<file path="config.mk">
export PLATFORM = sky130hd
export DESIGN_NAME = mux_nx1_scan_reg
export DESIGN_NICKNAME = d
export VERILOG_FILES = /design/src/rtl/mux_nx1_scan_reg.sv
export SDC_FILE = /design/constraint.sdc
export NUM_CORES = 1
export LEC_CHECK = 0
export CAP_MARGIN = 5
export CORE_ASPECT_RATIO = 1.1
export CORE_UTILIZATION = 40
export CTS_BUF_LIST = sky130_fd_sc_hd__clkbuf_16
export DETAILED_ROUTE_END_ITERATION = 6
export DONT_BUFFER_PORTS = 1
export GPL_TIMING_DRIVEN = 0
export MAX_ROUTING_LAYER = met4
export PLACE_DENSITY = 0.59
export SYNTH_ARGS = -nofsm -noshare
export SYNTH_HDL_FRONTEND = slang
export SYNTH_SLANG_ARGS = --single-unit
</file>
<file path="constraint.sdc">
create_clock -name clk -period 3.7 [get_ports clk]
set_clock_uncertainty 0.1 [all_clocks]
set_input_delay 0.185 -clock clk [delete_from_list [all_inputs] [get_ports clk]]
set_output_delay 0.185 -clock clk [all_outputs]
set_load 0.02 [all_outputs]
</file>
<file path="src/rtl/mux_nx1_scan_reg.sv">
// mux_nx1_scan_reg
//   Parametrised N_CH-channel, WIDTH-bit registered multiplexer with a valid/ready output.
//   MANUAL mode (mode=0): the channel named by sel is captured whenever the output slot is free.
//   SCAN mode (mode=1): channels are captured round-robin (0..N_CH-1, wrap). The gap between
//   captures is set by dwell: with no stall, there is one capture every dwell+1 clocks.
//   Each captured sample appears on dout/ch_out one clock after the capture decision.
//   It is held stable while out_valid && !out_ready.
//
// Ports
//   clk        rising-edge clock
//   rst        synchronous reset, active-high (wins over everything)
//   din        flattened channels, channel k = din[k*WIDTH +: WIDTH]
//   sel        channel select (MANUAL only)
//   mode       0 = MANUAL, 1 = SCAN
//   en         capture enable
//   dwell      SCAN idle cycles between captures
//   out_ready  consumer accepts dout this cycle
//   out_valid  dout/ch_out hold a sample
//   dout       captured sample
//   ch_out     channel index of dout
//   sel_err    one-clock pulse: MANUAL capture attempted with sel >= N_CH
module mux_nx1_scan_reg #(
  parameter int unsigned N_CH    = 8,
  parameter int unsigned WIDTH   = 1,
  parameter int unsigned DWELL_W = 4,
  localparam int unsigned SEL_W  = $clog2(N_CH)
) (
  input  logic                  clk,
  input  logic                  rst,
  input  logic [N_CH*WIDTH-1:0] din,
  input  logic [SEL_W-1:0]      sel,
  input  logic                  mode,
  input  logic                  en,
  input  logic [DWELL_W-1:0]    dwell,
  input  logic                  out_ready,
  output logic                  out_valid,
  output logic [WIDTH-1:0]      dout,
  output logic [SEL_W-1:0]      ch_out,
  output logic                  sel_err
);

  localparam logic [SEL_W:0]   NChW   = (SEL_W + 1)'(N_CH);
  localparam logic [SEL_W-1:0] LastCh = SEL_W'(N_CH - 1);

  typedef enum logic [1:0] {StIdle, StWait, StCapt} scan_state_e;

  scan_state_e          state_q, state_d;
  logic [SEL_W-1:0]     scan_ptr_q, scan_ptr_d;
  logic [DWELL_W-1:0]   dwell_cnt_q, dwell_cnt_d;
  logic                 mode_q;
  logic                 out_valid_q, out_valid_d;
  logic [WIDTH-1:0]     dout_q, dout_d;
  logic [SEL_W-1:0]     ch_out_q, ch_out_d;
  logic                 sel_err_q, sel_err_d;

  logic                 mode_rise;
  logic [SEL_W-1:0]     ptr_cur;
  logic [DWELL_W-1:0]   cnt_cur;
  logic                 slot_free;
  logic                 tick;
  logic                 sel_ok;
  logic                 load;
  logic [SEL_W-1:0]     cap_ch;
  logic [WIDTH-1:0]     cap_data;

  // Entering SCAN restarts the sweep at channel 0. The restart takes effect in the same
  // cycle, so a dwell of 0 captures channel 0 on the first SCAN clock.
  assign mode_rise = mode && !mode_q;
  assign ptr_cur   = mode_rise ? '0 : scan_ptr_q;
  assign cnt_cur   = mode_rise ? '0 : dwell_cnt_q;

  assign slot_free = !out_valid_q || out_ready;
  // Using >= rather than == means that lowering dwell below the running count ends the wait.
  assign tick      = !mode || (cnt_cur >= dwell);
  assign sel_ok    = ({1'b0, sel} < NChW);
  assign load      = en && tick && slot_free && (mode || sel_ok);
  assign cap_ch    = mode ? ptr_cur : sel;

  always_comb begin
    cap_data = '0;
    for (int unsigned k = 0; k < N_CH; k++) begin
      if (cap_ch == SEL_W'(k)) begin
        cap_data = din[k*WIDTH +: WIDTH];
      end
    end
  end

  // Scan sequencer. The IDLE state is treated as the first counting cycle of WAIT.
  // This gives dwell+1 clocks from enable to the first capture.
  always_comb begin
    state_d     = state_q;
    scan_ptr_d  = ptr_cur;
    dwell_cnt_d = cnt_cur;

    if (!(mode && en)) begin
      state_d     = StIdle;
      dwell_cnt_d = '0;
    end else begin
      unique case (state_q)
        StIdle, StWait, StCapt: begin
          if (!tick) begin
            dwell_cnt_d = cnt_cur + 1'b1;
            state_d     = StWait;
          end else if (!slot_free) begin
            // Dwell done but the consumer is stalling: park with count held.
            state_d = StCapt;
          end else begin
            scan_ptr_d  = (ptr_cur == LastCh) ? '0 : ptr_cur + 1'b1;
            dwell_cnt_d = '0;
            state_d     = StWait;
          end
        end
        default: state_d = StIdle;
      endcase
    end
  end

  // Output register and handshake.
  always_comb begin
    out_valid_d = out_valid_q;
    dout_d      = dout_q;
    ch_out_d    = ch_out_q;
    sel_err_d   = en && !mode && slot_free && !sel_ok;

    if (load) begin
      out_valid_d = 1'b1;
      dout_d      = cap_data;
      ch_out_d    = cap_ch;
    end else if (out_ready) begin
      out_valid_d = 1'b0;
    end
  end

  always_ff @(posedge clk) begin
    if (rst) begin
      state_q     <= StIdle;
      scan_ptr_q  <= '0;
      dwell_cnt_q <= '0;
      mode_q      <= 1'b0;
      out_valid_q <= 1'b0;
      dout_q      <= '0;
      ch_out_q    <= '0;
      sel_err_q   <= 1'b0;
    end else begin
      state_q     <= state_d;
      scan_ptr_q  <= scan_ptr_d;
      dwell_cnt_q <= dwell_cnt_d;
      mode_q      <= mode;
      out_valid_q <= out_valid_d;
      dout_q      <= dout_d;
      ch_out_q    <= ch_out_d;
      sel_err_q   <= sel_err_d;
    end
  end

  assign out_valid = out_valid_q;
  assign dout      = dout_q;
  assign ch_out    = ch_out_q;
  assign sel_err   = sel_err_q;

endmodule

</file>
==> metrics.txt <==
leak pwr=0.4687 nW; Ys Warns=0; Setup WS pre-CTS=1.263 ns; number of global-route vias before repair=743; synthesized area=909.6 sq um; dpl hpwl=1425 um; IR drop worst, VDD=410.6 uV; Initial DRC Count=8; CTS Buf Count=3; sequential standard cell area=300.3 sq um; die area=2469 sq um; Final Util=49.64%; Buffers & Inverters on Critical Path=0; Worst-path clk slew=0.05 ns; Top Family by Delay on Critical Path=simple AND/OR/NAND/NOR gates; fraction of registers with async set or reset after synthesis=0%; PwrDens=416.8 nW/um^2; gpl congestion=0.7378; syn nets=137; fin crit share=64.98%; I/O Buffers=0; max incr delay on CP=0.34 ns; Synth cell types=42; critical path data required time=3.76 ns; routed vias/inst=5.248; Routed WL=1781 um; latest clock arrival within the worst-skew pair=0.25 ns; DRC viols=0; max-slew violations=0; critical path type=reg -> reg; final hold viol count=0; setup TNS=0 ns; number of gates resized after CTS=0; Tmin final=2.404 ns; DRT Pass-1 Iters=4; Cell Rows=17; Critical Path Sink Type=flip-flop; multi-input logic area=548.0 sq um; post-route ant nets=0; Final nets=143; maximum root-to-sink buffer count=2; Syn Inst Count=112; # fillers=225; Die Y=52.02 um; setup ws final=1.296 ns; H-tree Lvls=1; sequential share of the synthesized area=33.01%; synthesized area per cell=8.122 sq um; Post-CTS Hold Buffers=1; maxcap violations=0; layout cells sized above 1=11.11%; CP arrival=2.46 ns; most frequent cells in the layout=nand2_1, dfxtp_1, nor2_1, inv_1, a21oi_1; final setup violation count=0; Congestion Overflow GR=0; most used flip-flop cell after synthesis=dfxtp_1; clock tree root buffer cell=clkbuf_16; CP Launch Type=flip-flop; RSZ-0062 raised after global routing=false; Post-synth EDFFs=0; GRT Total Usage=17.71%; HP Class=in -> reg; Clock Sink Count=15; largest net degree at the start of global routing=11; wire per inst=12.28 um; crit-path cells=or2b_1, and2_1, ha_1, nor4b_1, o21ai_1, a21oi_1, nand3_1, a311oi_1; diode count=0; initial antenna violation count=0; Post CTS Setup Buffer Count=0; DIE WIDTH=47.47 um; Yosys reg bits=15; CP max-delay cell=dfxtp_1; Core ar.=2085 sq um; Area Overhead vs Synth=13.75%; Via Count=761; Max FO, Critical Path=6; achievable frequency=0.4159 GHz; first-pass GRT wire length=3029 um; status=completed; Starting Density=43.64%; CTS tree=done; Top Ports=26
-- cell usage after synthesis (all sizes together), types with 2 or more instances --
library cell / instances / share of area [%]
ha: 5 / 6.9
mux2i: 3 / 3.3
nand2: 15 / 6.2
nor2b: 3 / 2.1
and2: 3 / 2.1
dfxtp: 15 / 33
inv: 9 / 3.7
a21oi: 6 / 3.3
a211oi: 2 / 1.7
o21ai: 6 / 3.3
nor2: 11 / 6.3
and3: 2 / 1.9
buf: 3 / 2.6
nand3: 5 / 2.8
a311oi: 2 / 1.9
and2b: 2 / 1.9
-- sequential cells by signal, summed over array words and instances (netlist names) --
name,flops
ch_out,3
dout,1
mode_q,1
out_valid,1
state_q,2
scan_ptr_q,3
dwell_cnt_q,4
-- where the power goes --
| part | internal, mW | switching (mW) |
|---|---|---|
| Clock | 0.144 | 0.0662 |
| Combinational | 0.0198 | 0.0250 |
| Sequential | 0.168 | 0.00849 |
| Total | 0.332 | 0.0997 |
-- cell families after synthesis --
kind of cell / count (synthesis) / synth area share (%)
xor gates and xnor gates: 1 / 0.9630
DFF: 15 / 33.01
and+or+nand+nor: 50 / 30.81
other: 1 / 0.4123
AOI/OAI and AO/OA: 23 / 16.65
buffers and inverters: 13 / 6.739
muxes: 4 / 4.539
adders and majority gates: 5 / 6.878
-- final timing paths --
check	startpoint	endpoint	slack, ns	depth (start not counted)
setup reg to reg	mode_q	dwell_cnt_q[3]	1.30	8
hold / removal	out_ready	out_valid	0.08	2
hold reg to reg	scan_ptr_q[2]	scan_ptr_q[2]	0.39	2
setup / recovery	mode_q	dwell_cnt_q[3]	1.30	8
-- routing by layer --
metal	track usage, %	share of wire [%]	vias up
met5	-	0	-
met4	1.429	0	0
met3	6.250	4.8	0
met2	32.19	55	12
met1	18.51	41	351
li1	-	-	398
-- through the flow --
step	instance area, sq um	hold slack (ns)	power [mW]	instances
after floorplan	909.6	0.2369	0.2152	112
after global placement	944.7	0.2430	0.2224	140
after detailed placement	944.7	0.2502	0.2239	140
after CTS	1035	0.08091	0.4367	145
after global routing	1035	0.09987	0.4502	145
final	1035	0.08354	0.4312	145
-- cell type report --
| type | count | share of cell area [%] |
|---|---|---|
| well taps | 28 | 3.386 |
| clock inverters | 1 | 0.4837 |
| repair buffers | 1 | 0.9674 |
| multi-input cells | 84 | 52.96 |
| inverters | 9 | 3.265 |
| plain buffers | 4 | 2.660 |
| flip-flops and latches | 15 | 29.02 |
| clock buffers | 3 | 7.255 |
No activity file was read; power rests on OpenSTA's default activity.
